## src/rtl/streamer_pattern.sv

```systemverilog
// streamer_pattern
//   Arithmetic-sequence stream generator. An accepted start latches the
//   configuration and emits cfg_num_packets packets of cfg_len beats each
//   on a valid/ready stream. Each beat's data advances by +/- step after
//   every transfer. Data either restarts at the start value on each packet
//   boundary or carries on across boundaries.
//
// Ports
//   counter_clk      : clock; all logic runs on its rising edge
//   reset            : synchronous, active-high
//   start            : one-cycle run request; honoured only in IDLE
//   cfg_start_value  : data of the first beat
//   cfg_step         : per-transfer increment/decrement
//   cfg_down         : 0 = count up, 1 = count down
//   cfg_restart      : 1 = every packet restarts at cfg_start_value
//   cfg_len          : beats per packet
//   cfg_num_packets  : packets per run
//   count_data       : stream data
//   count_valid      : stream valid (high for the whole of RUN)
//   count_ready      : stream ready from the sink
//   count_last       : final beat of each packet
//   busy             : high while in RUN
//   done             : one-cycle pulse at the end of a run
//   pkt_count        : packets completed in the current or last run
module streamer_pattern #(
    parameter int DataWidth = 32,
    parameter int LenWidth  = 16
) (
    input  logic                 counter_clk,
    input  logic                 reset,
    input  logic                 start,
    input  logic [DataWidth-1:0] cfg_start_value,
    input  logic [DataWidth-1:0] cfg_step,
    input  logic                 cfg_down,
    input  logic                 cfg_restart,
    input  logic [LenWidth-1:0]  cfg_len,
    input  logic [LenWidth-1:0]  cfg_num_packets,
    output logic [DataWidth-1:0] count_data,
    output logic                 count_valid,
    input  logic                 count_ready,
    output logic                 count_last,
    output logic                 busy,
    output logic                 done,
    output logic [LenWidth-1:0]  pkt_count
);

    localparam logic [1:0] IDLE = 2'd0;
    localparam logic [1:0] RUN  = 2'd1;
    localparam logic [1:0] DONE = 2'd2;

    logic [1:0]           state;
    logic [DataWidth-1:0] start_q;
    logic [DataWidth-1:0] step_q;
    logic                 down_q;
    logic                 restart_q;
    logic [LenWidth-1:0]  len_q;
    logic [LenWidth-1:0]  num_q;
    logic [LenWidth-1:0]  beat_idx;
    logic [DataWidth-1:0] data_q;
    logic [DataWidth-1:0] data_next;
    logic                 xfer;
    logic                 last_beat;

    // Last flag is derived from the same registered beat index that
    // accompanies data_q, so data and last can never skew.
    assign last_beat   = (beat_idx == len_q - LenWidth'(1));
    assign data_next   = down_q ? (data_q - step_q) : (data_q + step_q);
    assign xfer        = (state == RUN) && count_ready;

    assign count_data  = data_q;
    assign count_valid = (state == RUN);
    assign count_last  = (state == RUN) && last_beat;
    assign busy        = (state == RUN);
    assign done        = (state == DONE);

    always_ff @(posedge counter_clk) begin
        if (reset) begin
            state     <= IDLE;
            start_q   <= '0;
            step_q    <= '0;
            down_q    <= 1'b0;
            restart_q <= 1'b0;
            len_q     <= '0;
            num_q     <= '0;
            beat_idx  <= '0;
            data_q    <= '0;
            pkt_count <= '0;
        end else begin
            case (state)
                IDLE: begin
                    if (start) begin
                        pkt_count <= '0;
                        if (cfg_len != '0 && cfg_num_packets != '0) begin
                            start_q   <= cfg_start_value;
                            step_q    <= cfg_step;
                            down_q    <= cfg_down;
                            restart_q <= cfg_restart;
                            len_q     <= cfg_len;
                            num_q     <= cfg_num_packets;
                            beat_idx  <= '0;
                            data_q    <= cfg_start_value;
                            state     <= RUN;
                        end else begin
                            state <= DONE;
                        end
                    end
                end
                RUN: begin
                    if (xfer) begin
                        if (last_beat) begin
                            pkt_count <= pkt_count + LenWidth'(1);
                            beat_idx  <= '0;
                            data_q    <= restart_q ? start_q : data_next;
                            if (pkt_count + LenWidth'(1) == num_q) begin
                                state <= DONE;
                            end
                        end else begin
                            beat_idx <= beat_idx + LenWidth'(1);
                            data_q   <= data_next;
                        end
                    end
                end
                DONE: begin
                    state <= IDLE;
                end
                default: begin
                    state <= IDLE;
                end
            endcase
        end
    end

endmodule

```

## config.mk

```make
export PLATFORM = sky130hd
export DESIGN_NAME = streamer_pattern
export DESIGN_NICKNAME = d
export VERILOG_FILES = /design/src/rtl/streamer_pattern.sv
export SDC_FILE = /design/constraint.sdc
export NUM_CORES = 1
export LEC_CHECK = 0
export BUFFER_PORTS_ARGS = -buffer_cell sky130_fd_sc_hd__buf_2
export CELL_PAD_IN_SITES_DETAIL_PLACEMENT = 1
export CELL_PAD_IN_SITES_GLOBAL_PLACEMENT = 2
export CORE_MARGIN = 4
export CORE_UTILIZATION = 35
export DETAILED_ROUTE_END_ITERATION = 8
export PLACE_DENSITY = 0.95
export SLEW_MARGIN = 20
export SYNTH_ARGS = -nofsm -noshare
export SYNTH_HDL_FRONTEND = slang
export SYNTH_SLANG_ARGS = --single-unit
export TNS_END_PERCENT = 5
```

## constraint.sdc

```tcl
create_clock -name counter_clk -period 6.1 [get_ports counter_clk]
set_input_delay 0.915 -clock counter_clk [delete_from_list [all_inputs] [get_ports counter_clk]]
set_output_delay 0.915 -clock counter_clk [all_outputs]
set_load 0.01 [all_outputs]
```

After elaboration in Yosys (flattened, before gate mapping)
Index checks and enable logic that the tools add are counted.

word-level totals
  input port bits = 102
  flip-flop bits (word level) = 164
  logic and storage cells = 57

cells by class
  equal/unequal tests = 9
  add/sub/neg operators = 5
  multiplexer cells = 22
  reductions and logical operators = 11

operator list
  kind                                                                    count
  32-bit two-way mux                                                      6
  16-bit two-way mux                                                      7
  16-bit case mux with 2 select lines                                     2
  32-bit case mux with 2 select lines                                     1
  16-bit by 1-bit adder with 16-bit output (second input constant)        2
  32-bit adder                                                            1
  16-bit equality test                                                    2
  16-bit nonzero test                                                     2
  32-bit subtractor                                                       1
  16-bit by 1-bit subtractor with 16-bit output (second input constant)   1
  4-bit AND reduction                                                     3
  2-bit two-way mux                                                       5
  2-bit by 1-bit != test with 1-bit output (second input constant)        3
  2-bit != test (second input constant)                                   2
  2-bit case mux with 2 select lines                                      1
  1-bit logical AND                                                       3
  3-bit AND reduction                                                     1
  2-bit by 1-bit equality test with 1-bit output (second input constant)  1
  2-bit equality test (second input constant)                             1
  2-bit zero test                                                         1
  2-bit nonzero test                                                      1

Logic depth before layout (Yosys ltp)
  depth after elaboration = 6
  mapped depth = 19
  depth with buffers taken out = 18

Least setup slack after synthesis
No wires, ideal clock.

  path type = register to register
  from = register step_q[2]
  to = register data_q[31], in the netlist count_data[31]
  setup slack = 1.910 ns
  cell stages (with the launch flop) = 19
  required time = 6.009 ns
  data arrival time = 4.099 ns
  cell sequence = dfxtp_1 > nor4_1 > and3_1 > nand3b_1 > or4_1 > nor3_1 > nor2_1 > xnor2_1 > ha_1 > clkbuf_1 > a21o_1 > a21o_1 > a21oi_1 > o21ai_0 > a22o_1 > a311oi_1 > o21ai_0 > a21o_1 > a311oi_1

between the ends
  word-level cells in the longest chain between the ends = 6

RTL lines
  item                                                      line  text
  start: declaration                                        53    logic [DataWidth-1:0] step_q;
  start signal: assignment                                  95    step_q <= cfg_step;
  32-bit adder / 32-bit subtractor (equally long branches)  67    assign data_next = down_q ? (data_q - step_q) : (data_q + step_q);
  32-bit two-way mux (*)                                    67
  32-bit two-way mux                                        113   data_q <= restart_q ? start_q : data_next;
  32-bit two-way mux (*)                                    110   if (last_beat) begin
  32-bit two-way mux (*)                                    109   if (xfer) begin
  32-bit case mux with 2 select lines (*)                   89    case (state)
  end signal: assignment                                    101   data_q <= cfg_start_value;
  end signal: assignment                                    113
  end signal: assignment                                    119   data_q <= data_next;
  end: declaration                                          59    logic [DataWidth-1:0] data_q;

Mark *: on every way between the ends. The rest lies on a longest branch, timed or not. The select of a mux whose other input is x is not followed.
A chain may end at the register's enable or synchronous reset.

Worst setup path in the final report
Ends and elaborated chain as after synthesis.

==> impl_metrics.csv <==
group,metric,value,unit
setup_path,reg2regPathDepth,13,
power_and_ir_drop,peakVddDrop,183.3,uV
cts,cts_num_sinks,164,
cts,ctsHoldBuffers,0,
sta,fin_max_slew_vios,0,
setup_path,critical_path_class,"flop to flop",
hold_path,min-delay-start,"start_q[31]",
cts,cts_inserted_buffers,17,
placed_design,gp_routability_congestion,0.8494,
power_and_ir_drop,power_frac_seq,0.374,
sta,finalSetupViolCount,0,
cts,ctsRootBufferMaster,"sky130_fd_sc_hd__clkbuf_16",
outcome,status,"completed",
route,num_vias,10060,
placed_design,placed_area,0.01108,sq mm
cts,cts_tree,"done",
power_and_ir_drop,power.clock.fraction,0.353,
synthesis,synthCells,1354,
placed_design,numPortBuffers,153,
route,finalWirelength,32760,microns
setup_path,crit_chain,"nor4_1, nand3_1, nor3b_1, nor2b_1, nor2_1, xnor2_1, ha_1, nand4_1, o31ai_1, a311oi_1, or3_1, a21o_1, a311oi_1",
synthesis,synth_top_flop_cell,"sky130_fd_sc_hd__dfxtp_1",
synthesis,synth_commonest_cells,"sky130_fd_sc_hd__nand2_1, sky130_fd_sc_hd__a21oi_1, sky130_fd_sc_hd__dfxtp_1, sky130_fd_sc_hd__nor2_1, sky130_fd_sc_hd__xnor2_1",
sta,fmaxAchievable,0.2010,GHz
synthesis,post_synth.cell_area_avg,7.433,sq um
synthesis,synth-async-reset-ratio,0,
cts,post_cts_buffers,0,
route,vias_per_cell,5.434,
grt,antenna_violations_before_repair,1,
synthesis,netlist.area_leader.share,0.3262,
grt,wire_length_of_the_first_global_routing_pass,53210,microns
grt,first_global_vias,10300,
synthesis,count_of_flip_flops_with_a_built_in_enable_after_synthesis,0,
synthesis,area_contributors_post_synth,"sky130_fd_sc_hd__dfxtp_1, sky130_fd_sc_hd__nand2_1, sky130_fd_sc_hd__a21oi_1, sky130_fd_sc_hd__xnor2_1, sky130_fd_sc_hd__ha_1",
layout,nFillCells,3593,
power_and_ir_drop,power_switching,1.128,mW
sta,rsz_0062_raised_after_global_routing,"no",
grt,pin_count_of_the_biggest_net_entering_global_routing,105,
grt,aggregate_global_route_resource_usage,0.2064,
power_and_ir_drop,static-leakage-power,4.654,nW
setup_path,cp_top_family,"simple AND/OR/NAND/NOR gates",
layout,drive_gt1_frac,0.1548,
floorplanning,die_area,0.03153,sq mm
power_and_ir_drop,internal-power,2.085,mW
sta,clock_skew,0.01714,ns
hold_path,hold_path_end,"start_q[31]",
cts,cts-root-to-sink-buffers,2,
synthesis,post_synth_num_cell_types,73,
sta,slew_headroom,0.4082,
layout,finish.net_count,1598,
placed_design,dp_hpwl,23850,microns
cts,ctsResizeCount,0,
synthesis,yosysMostFrequentCell,"sky130_fd_sc_hd__nand2_1",
setup_path,setup.reg_to_reg.worst_slack,1.13,ns
floorplanning,floorplan.initialDensity,0.3583,
synthesis,synth_area_leader_cell,"sky130_fd_sc_hd__dfxtp_1",
route,antenna_violating_nets_post_route,0,
setup_path,maximum_fanout_along_the_worst_path,6,
layout,diode_insertion_count_for_antenna_repair,0,
floorplanning,floorplan.die.height,177.6,microns
hold_path,worstHoldPathType,"flop to flop",
setup_path,critPathBufInv,0,
power_and_ir_drop,switching_share,0.3510,
synthesis,synth-seq-cells,164,
sta,worst_tran_pin_value,0.8803,ns
setup_path,timing.rr.start,"step_q[2]",
floorplanning,core.rowCount,61,
floorplanning,core_area,0.02809,sq mm
setup_path,setup.worst_path.start_class,"flop",
setup_path,cp_data_arrival_time,5.32,ns
sta,finalSetupTns,0,ns
sta,finalCritPeriodShare,0.8154,
cts,clock_insertion_delay_worst_skew,0.44,ns
setup_path,max_stage_delay,0.78,ns
setup_path,worst_setup_path_end_kind,"flop",
synthesis,number_of_warnings_reported_in_the_yosys_synthesis_log,0,
cts,cts.reportedPaths.clkPinSlew,0.07,ns
synthesis,synth.cell_area,0.01006,sq mm
setup_path,cp_common_cell,"sky130_fd_sc_hd__a311oi_1",
setup_path,reg2reg_to,"count_data[31]",
setup_path,required_time_at_the_endpoint_of_the_critical_path,6.44,ns
route,routed_wire_length_per_instance,17.70,microns
power_and_ir_drop,p_total,3.213,mW
grt,grt.overflow.total,0,
power_and_ir_drop,power_per_cell_area,274.7,mW/mm^2
layout,final_area,0.01170,sq mm
cts,htree_levels,4,
floorplanning,boundaryPins,154,
power_and_ir_drop,proportion_of_power_drawn_by_combinational_gates,0.273,
setup_path,crit_path_top_delay_cell,"sky130_fd_sc_hd__nor4_1",
flow_run,maxCapViolations,0,
synthesis,synth_net_count,1492,
floorplanning,die_x,177.6,microns
route,initialDrtViolationCount,467,
layout,syn_to_final_growth,16.22,%
hold_path,hold_path_depth,2,
sta,finalHoldViolations,0,
route,remaining_drc_errors,0,
sta,fin_crit,4.974,ns
route,detail_route.first_pass.iterations,5,
synthesis,synth-seq-area-share,0.3262,
[worst max-delay path by stage]
stage	slack, ns	end	cells past startpoint	startpoint
after floorplan	1.91	count_data[31]	18	step_q[2]
after global placement	1.45	count_data[31]	13	step_q[2]
after detailed placement	1.30	count_data[31]	13	step_q[2]
after CTS	1.21	count_data[31]	13	step_q[2]
after global routing	0.70	count_data[31]	13	step_q[2]
final	1.13	count_data[31]	13	step_q[2]
[cells by family after synthesis]
| group | Yosys count | share of synthesized area |
|---|---|---|
| compound gates | 344 | 0.2049 |
| xor+xnor | 111 | 0.09659 |
| fa+ha+maj | 36 | 0.04550 |
| buf+inv | 102 | 0.04289 |
| flops | 164 | 0.3262 |
| mux | 7 | 0.007583 |
| simple gates | 590 | 0.2764 |
[worst min-delay path: cells and delay by family, from the launching register on]
| kind | cells | cell delay (ns) |
|---|---|---|
| AND/OR/NAND/NOR | 1 | 0.05 |
| flip-flops | 1 | 0.31 |
| AO/OA/AOI/OAI | 1 | 0.05 |
[sequential cells by signal, indices dropped and copies added (netlist names)]
register    count
len_q          16
num_q          16
start_q        32
state           2
restart_q       1
count_data     32
down_q          1
step_q         32
pkt_count      16
beat_idx       16
[final cells by class]
| class | instances | area (sq um) | area share |
|---|---|---|---|
| Multi-Input combinational cell | 1088 | 6371 | 0.5447 |
| Clock buffer | 17 | 425.4 | 0.03637 |
| Tap cell | 378 | 473.0 | 0.04043 |
| Inverter | 23 | 86.33 | 0.007380 |
| Sequential cell | 164 | 3283 | 0.2807 |
| Timing Repair Buffer | 166 | 869.6 | 0.07434 |
| Clock inverter | 15 | 188.9 | 0.01615 |
[per-layer routing]
| metal | global-route usage | up-vias | share of wire |
|---|---|---|---|
| met4 | 0.04576 | 2 | 0.012 |
| met1 | 0.2693 | 4924 | 0.47 |
| li1 | - | 4961 | - |
| met3 | 0.02791 | 29 | 0.027 |
| met5 | 0 | - | 0.00040 |
| met2 | 0.3631 | 143 | 0.49 |
[per-stage QoR]
step	hold slack [ns]	utilization	std cells	setup WS, ns
6_report	0.4579	0.4165	1851	1.126
5_1_grt	0.4745	0.4165	1851	0.6967
4_1_cts	0.4589	0.4163	1851	1.211
3_5_place_dp	0.4473	0.3945	1819	1.297
3_3_place_gp	0.4375	0.3945	1819	1.450
2_1_floorplan	0.4312	-	1354	1.910
[power groups by stage]
stage	Clock (mW)	Combinational [mW]	Sequential [mW]
after detailed placement	0	0.869	1.23
final	1.13	0.878	1.20
after global routing	1.20	0.978	1.21
after global placement	0	0.845	1.22
after floorplan	0	0.628	1.21
after CTS	1.15	0.880	1.20
[placed cells by master, fill, tap and decap left out, types with 9 or more instances in the layout]
master,count
sky130_fd_sc_hd__nand3b_1,10
sky130_fd_sc_hd__o211ai_1,13
sky130_fd_sc_hd__nor3_1,26
sky130_fd_sc_hd__buf_4,13
sky130_fd_sc_hd__nand3_1,24
sky130_fd_sc_hd__and3_1,18
sky130_fd_sc_hd__xor2_1,37
sky130_fd_sc_hd__ha_1,35
sky130_fd_sc_hd__xnor2_1,74
sky130_fd_sc_hd__clkbuf_16,17
sky130_fd_sc_hd__a21oi_1,179
sky130_fd_sc_hd__o21ai_0,50
sky130_fd_sc_hd__or3_1,19
sky130_fd_sc_hd__nand2_1,290
sky130_fd_sc_hd__buf_2,152
sky130_fd_sc_hd__a31oi_1,14
sky130_fd_sc_hd__o31ai_1,9
sky130_fd_sc_hd__nor2_1,99
sky130_fd_sc_hd__and2_1,10
sky130_fd_sc_hd__dfxtp_1,164
sky130_fd_sc_hd__nand4_1,12
sky130_fd_sc_hd__nor4_1,28
sky130_fd_sc_hd__nor2b_1,12
sky130_fd_sc_hd__inv_1,22
(Power assumes the default switching activity.)
